$ cat config.mk
export PLATFORM = sky130hd
export DESIGN_NAME = lcd_text_frame_streamer_flat
export DESIGN_NICKNAME = d
export VERILOG_FILES = /design/src/rtl/lcd_text_frame_streamer_if.sv /design/src/rtl/lcd_text_frame_streamer.sv /design/src/flat_wrapper.sv
export SDC_FILE = /design/constraint.sdc
export NUM_CORES = 1
export LEC_CHECK = 0
export ABC_AREA = 1
export CAP_MARGIN = 20
export CORE_UTILIZATION = 40
export CTS_CLUSTER_DIAMETER = 100
export DETAILED_ROUTE_END_ITERATION = 6
export PLACE_DENSITY_LB_ADDON = 0.25
export SLEW_MARGIN = 30
export SYNTH_ARGS = -nofsm -noshare
export SYNTH_HDL_FRONTEND = slang
export SYNTH_SLANG_ARGS = --single-unit
$ cat constraint.sdc
create_clock -name clk -period 15.9 [get_ports clk]
set_clock_uncertainty 0.1 [all_clocks]
set_input_delay 1.59 -clock clk [delete_from_list [all_inputs] [get_ports clk]]
set_output_delay 1.59 -clock clk [all_outputs]
set_load 0.005 [all_outputs]
$ cat src/rtl/lcd_text_frame_streamer_if.sv
// Byte stream from the frame streamer to the text-LCD driver: {RS, DATA} over valid/ready.
interface lcd_text_frame_streamer_if;
  logic       out_valid;
  logic       out_ready;
  logic       out_rs;
  logic [7:0] out_data;

  modport master (output out_valid, output out_rs, output out_data, input out_ready);
  modport slave  (input out_valid, input out_rs, input out_data, output out_ready);
endinterface

$ cat src/rtl/lcd_text_frame_streamer.sv
// Two-row character frame buffer; streams line-address command plus COLS characters per row
// to the LCD driver whenever the buffer content has changed or a refresh is requested.
module lcd_text_frame_streamer #(
  parameter int          COLS      = 16,
  parameter logic [7:0]  LINE1_CMD = 8'h80,
  parameter logic [7:0]  LINE2_CMD = 8'hC0,
  parameter logic [7:0]  FILL_CHAR = 8'h20,
  localparam int         CW        = $clog2(COLS)
) (
  input  logic                          clk,
  input  logic                          rst,
  input  logic                          wr_en,
  input  logic                          wr_row,
  input  logic [CW-1:0]                 wr_col,
  input  logic [7:0]                    wr_char,
  input  logic                          refresh_req,
  lcd_text_frame_streamer_if.master     drv,
  output logic                          frame_busy,
  output logic                          frame_done
);

  typedef enum logic [2:0] {IDLE, ADDR1, ROW1, ADDR2, ROW2} state_t;

  state_t        state, state_n;
  logic [7:0]    mem [2][COLS];
  logic [CW-1:0] col, col_n, col_inc;
  logic          dirty, dirty_clr, wr_ok, xfer, last_col;
  logic          valid_q, valid_n, rs_q, rs_n, done_n;
  logic [7:0]    data_q, data_n;

  assign wr_ok    = wr_en && (32'(wr_col) < 32'(COLS));
  assign xfer     = valid_q & drv.out_ready;
  assign col_inc  = col + CW'(1);
  assign last_col = (col == CW'(COLS - 1));

  assign drv.out_valid = valid_q;
  assign drv.out_rs    = rs_q;
  assign drv.out_data  = data_q;
  assign frame_busy    = (state != IDLE);

  always_ff @(posedge clk or posedge rst) begin
    if (rst) begin
      for (int unsigned r = 0; r < 2; r++)
        for (int unsigned c = 0; c < COLS; c++)
          mem[r][c] <= FILL_CHAR;
    end else if (wr_ok) begin
      mem[wr_row][wr_col] <= wr_char;
    end
  end

  // Set has priority over clear so a write landing on the IDLE-exit edge still yields a frame.
  always_ff @(posedge clk or posedge rst) begin
    if (rst)                       dirty <= 1'b1;
    else if (wr_ok || refresh_req) dirty <= 1'b1;
    else if (dirty_clr)            dirty <= 1'b0;
  end

  always_ff @(posedge clk or posedge rst) begin
    if (rst) begin
      state      <= IDLE;
      col        <= '0;
      valid_q    <= 1'b0;
      rs_q       <= 1'b0;
      data_q     <= '0;
      frame_done <= 1'b0;
    end else begin
      state      <= state_n;
      col        <= col_n;
      valid_q    <= valid_n;
      rs_q       <= rs_n;
      data_q     <= data_n;
      frame_done <= done_n;
    end
  end

  // The next byte is fetched on the accepting edge, so the held byte never tracks buffer writes.
  always_comb begin
    state_n   = state;
    col_n     = col;
    valid_n   = valid_q;
    rs_n      = rs_q;
    data_n    = data_q;
    done_n    = 1'b0;
    dirty_clr = 1'b0;
    unique case (state)
      IDLE: begin
        if (dirty) begin
          state_n   = ADDR1;
          valid_n   = 1'b1;
          rs_n      = 1'b0;
          data_n    = LINE1_CMD;
          dirty_clr = 1'b1;
        end
      end
      ADDR1: begin
        if (xfer) begin
          state_n = ROW1;
          col_n   = '0;
          rs_n    = 1'b1;
          data_n  = mem[0][0];
        end
      end
      ROW1: begin
        if (xfer) begin
          if (last_col) begin
            state_n = ADDR2;
            rs_n    = 1'b0;
            data_n  = LINE2_CMD;
          end else begin
            col_n  = col_inc;
            data_n = mem[0][col_inc];
          end
        end
      end
      ADDR2: begin
        if (xfer) begin
          state_n = ROW2;
          col_n   = '0;
          rs_n    = 1'b1;
          data_n  = mem[1][0];
        end
      end
      ROW2: begin
        if (xfer) begin
          if (last_col) begin
            state_n = IDLE;
            valid_n = 1'b0;
            rs_n    = 1'b0;
            data_n  = '0;
            done_n  = 1'b1;
          end else begin
            col_n  = col_inc;
            data_n = mem[1][col_inc];
          end
        end
      end
      default: state_n = IDLE;
    endcase
  end

endmodule
$ cat src/flat_wrapper.sv
// flat-port wrapper written by rule: the top's interface ports become plain ports
module lcd_text_frame_streamer_flat 
#(
  parameter int          COLS      = 16,
  parameter logic [7:0]  LINE1_CMD = 8'h80,
  parameter logic [7:0]  LINE2_CMD = 8'hC0,
  parameter logic [7:0]  FILL_CHAR = 8'h20,
  localparam int         CW        = $clog2(COLS)
)
  (clk, rst, wr_en, wr_row, wr_col, wr_char, refresh_req, frame_busy, frame_done, drv_out_valid, drv_out_rs, drv_out_data, drv_out_ready);
  lcd_text_frame_streamer_if drv_i ();
  input  logic clk;
  input  logic rst;
  input  logic wr_en;
  input  logic wr_row;
  input  logic [CW-1:0] wr_col;
  input  logic [7:0] wr_char;
  input  logic refresh_req;
  output logic frame_busy;
  output logic frame_done;
  output wire logic [$bits(drv_i.out_valid)-1:0] drv_out_valid;
  output wire logic [$bits(drv_i.out_rs)-1:0] drv_out_rs;
  output wire logic [$bits(drv_i.out_data)-1:0] drv_out_data;
  input wire logic [$bits(drv_i.out_ready)-1:0] drv_out_ready;
  assign drv_out_valid = drv_i.out_valid;
  assign drv_out_rs = drv_i.out_rs;
  assign drv_out_data = drv_i.out_data;
  assign drv_i.out_ready = drv_out_ready;
  lcd_text_frame_streamer #(.COLS(COLS), .LINE1_CMD(LINE1_CMD), .LINE2_CMD(LINE2_CMD), .FILL_CHAR(FILL_CHAR)) u_core (.clk(clk), .rst(rst), .wr_en(wr_en), .wr_row(wr_row), .wr_col(wr_col), .wr_char(wr_char), .refresh_req(refresh_req), .drv(drv_i), .frame_busy(frame_busy), .frame_done(frame_done));
endmodule
==> results.json <==
{
  "avgSynthCellArea_um2": 7.82,
  "grt_max_degree": 167,
  "synth.net_count": 1661,
  "die-area_um2": 32800,
  "io_buffer_count": 29,
  "p_per_area_nw_per_um2": 156,
  "layout_min_cycle_time_ns": 3.45,
  "timing.rr.end": "u_core.drv.out_data[1]",
  "synth.cell_area_um2": 12800,
  "fmax_mhz": 290,
  "synth.largest_area_cell": "dfrtp_1",
  "first_pass_iters": 5,
  "clock-root-buffer": "clkbuf_16",
  "cts_tree": "yes",
  "synth_area_leaders": "dfrtp_1 47%, nand2_1 15%, o21ai_0 13%",
  "cts.sinks": 275,
  "tightest_slew_ns": 1.00,
  "ys_types": 30,
  "power.internal_uw": 1490,
  "layout_common_cells": "518 x nand2_1, 330 x o21ai_0, 241 x dfrtp_1, 184 x nor2_1, 115 x nand3_1",
  "arrival_ns": 1.76,
  "syn_to_final_growth_pct": 12.2,
  "clockPowerShare_pct": 32.7,
  "fin_tns_setup_ns": 0,
  "layout_commonest_cell": "nand2_1",
  "async_flop_share_pct": 100,
  "max-cap-violations": 0,
  "cp-startpoint": "u_core.state[1]",
  "power.leakage_uw": 0.00663,
  "drive_above_1_share_pct": 6.86,
  "required_ns": 14.21,
  "hold_slack_ns": 0.377,
  "slew_headroom_pct": 33.1,
  "finalHoldViolations": 0,
  "final_nets": 1628,
  "wl_per_cell_um": 17.7,
  "grt_pass1_vias": 9931,
  "outcome": "complete, no violations",
  "synth_top_area_share_pct": 47.2,
  "drc": 0,
  "synthCells": 1642,
  "core_um2": 31600,
  "antenna_found_initial": 0,
  "ff2ff_setup_slack_ns": 12.48,
  "pin_count": 30,
  "finalSetupViolations": 0,
  "clockBufferDepth": 3,
  "end_kind": "primary output",
  "drt-total-wl_um": 36000,
  "rsz0062_at_grt": "false",
  "synth_compound_area_share_pct": 14.8,
  "synthAdderAreaFrac_pct": 0.0975,
  "overflow": 0,
  "drt-initial-drc-count": 1129,
  "hold_path.class": "reg2reg",
  "viasPerCell": 5.29,
  "ir_worst_vdd_uv": 115,
  "synth_top_family_by_area": "simple AND/OR/NAND/NOR gates",
  "diodes": 0,
  "yosys_most_used_dff": "dfrtp_1",
  "hpwl_um": 21100,
  "rr_worst_depth": 11,
  "start_util_pct": 40.7,
  "chipHeight_um": 181,
  "cts_inserted_buffers": 30,
  "cts_resized": 0,
  "switching_power_uw": 755,
  "grt_use_total_pct": 22.2,
  "synth_xor_area_share_pct": 0.448,
  "synth_edf_count": 0,
  "post-route-period-util_pct": 21.7,
  "ys_seq_area_share_pct": 53.9,
  "cts_hold_buf": 0,
  "setup.worst_path.start_class": "flip-flop",
  "htreeDepth": 1,
  "crit_end": "frame_busy",
  "switching_share_pct": 33.6,
  "comb_power_share_pct": 26.0,
  "via_count": 10800,
  "yosys.area_share.simple_pct": 25.4,
  "slew_violations": 0,
  "grt_pass1_wl_um": 57300,
  "insertion_delay_ns": 0.56,
  "yosysWarnings": 0,
  "gp_congestion": 0.852,
  "clk_pin_slew_ns": 0.06,
  "fp-row-count": 65,
  "die_x_um": 181,
  "synthMuxAreaShare_pct": 0,
  "ys_ff_latch": 275,
  "timing.rr.start": "u_core.col[0]",
  "critPathKind": "reg2out",
  "cts_setup_buffers": 0,
  "antenna_left": 0,
  "cp_max_fo": 4,
  "p_seq_share_pct": 41.4
}
-- worst min-delay path by stage --
| stage | slack (ns) | start | endpoint | depth (start not counted) |
|---|---|---|---|---|
| after CTS | 0.38 | u_core.mem[216] | u_core.mem[216] | 2 |
| after global placement | 0.36 | u_core.mem[25] | u_core.mem[25] | 2 |
| after floorplan | 0.35 | u_core.mem[143] | u_core.mem[143] | 2 |
| after global routing | 0.40 | u_core.mem[255] | u_core.mem[255] | 2 |
| final | 0.38 | u_core.drv.out_data[3] | u_core.drv.out_data[3] | 2 |
| after detailed placement | 0.37 | u_core.mem[188] | u_core.mem[188] | 2 |
-- registers in the layout, indices dropped and copies added (netlist names) --
| register | count |
|---|---|
| u_core.drv.out_data | 8 |
| u_core.state | 3 |
| u_core.drv.out_rs | 1 |
| u_core.frame_done | 1 |
| u_core.dirty | 1 |
| u_core.col | 4 |
| u_core.mem | 256 |
| u_core.drv.out_valid | 1 |
-- cells in the mapped netlist (2+ instances only) --
| cell | instances |
|---|---|
| nand2_1 | 518 |
| o21ai_0 | 330 |
| dfrtp_1 | 242 |
| nor2_1 | 185 |
| nand3_1 | 115 |
| clkbuf_1 | 70 |
| inv_1 | 50 |
| dfstp_2 | 33 |
| buf_2 | 30 |
| a21oi_1 | 19 |
| o21ai_1 | 11 |
| inv_2 | 6 |
| buf_4 | 5 |
| o211ai_1 | 5 |
| o22ai_1 | 4 |
| xor2_2 | 3 |
| buf_1 | 2 |
| or2_1 | 2 |
-- per-stage QoR --
step | utilization [%] | std cells | power (uW) | area, um^2 | setup slack, ns
floorplan | - | 1642 | 1350 | 12800 | 6.68
global placement | 42.1 | 1978 | 1510 | 13300 | 11.65
detailed placement | 42.2 | 1978 | 1520 | 13300 | 12.05
CTS | 45.5 | 2034 | 2260 | 14400 | 12.43
global route | 45.6 | 2035 | 2390 | 14400 | 12.22
finish | 45.6 | 2035 | 2240 | 14400 | 12.45
-- cells by family after synthesis --
logic type,after synthesis
buffers and inverters,165
flip-flops,275
AND/OR/NAND/NOR,824
AO/OA/AOI/OAI,373
XOR/XNOR,4
adder cells (fa/ha/maj),1
-- critical path: stages (launching register included) --
cell             delay [ns]
dfrtp_1                0.41
nor2_1                 0.19
nand2_1                0.14
clkdlybuf4s50_1        0.47
-- power groups by stage --
stage | clock network [uW] | registers [uW] | logic [uW]
floorplan | 0 | 910 | 441
global placement | 0 | 934 | 572
detailed placement | 0 | 938 | 579
CTS | 748 | 927 | 581
global route | 779 | 945 | 666
finish | 733 | 929 | 583
-- area by class of cell --
class	instances	area, um^2
sequential	275	6930
clock inverter	10	161
tap	402	503
inverter	56	220
fill	3145	17200
timing repair buffer	44	443
clock buffer	46	882
multi-input combinational	1202	5270
-- metal layers --
layer | vias up | global-route usage (%) | wire (um)
met3 | 42 | 3.91 | 2350
met2 | 333 | 33.4 | 15700
met5 | - | 0 | 0
li1 | 5255 | - | -
met4 | 0 | 5.25 | 634
met1 | 5125 | 33.0 | 17300
Power figures use the tool's default switching activity.
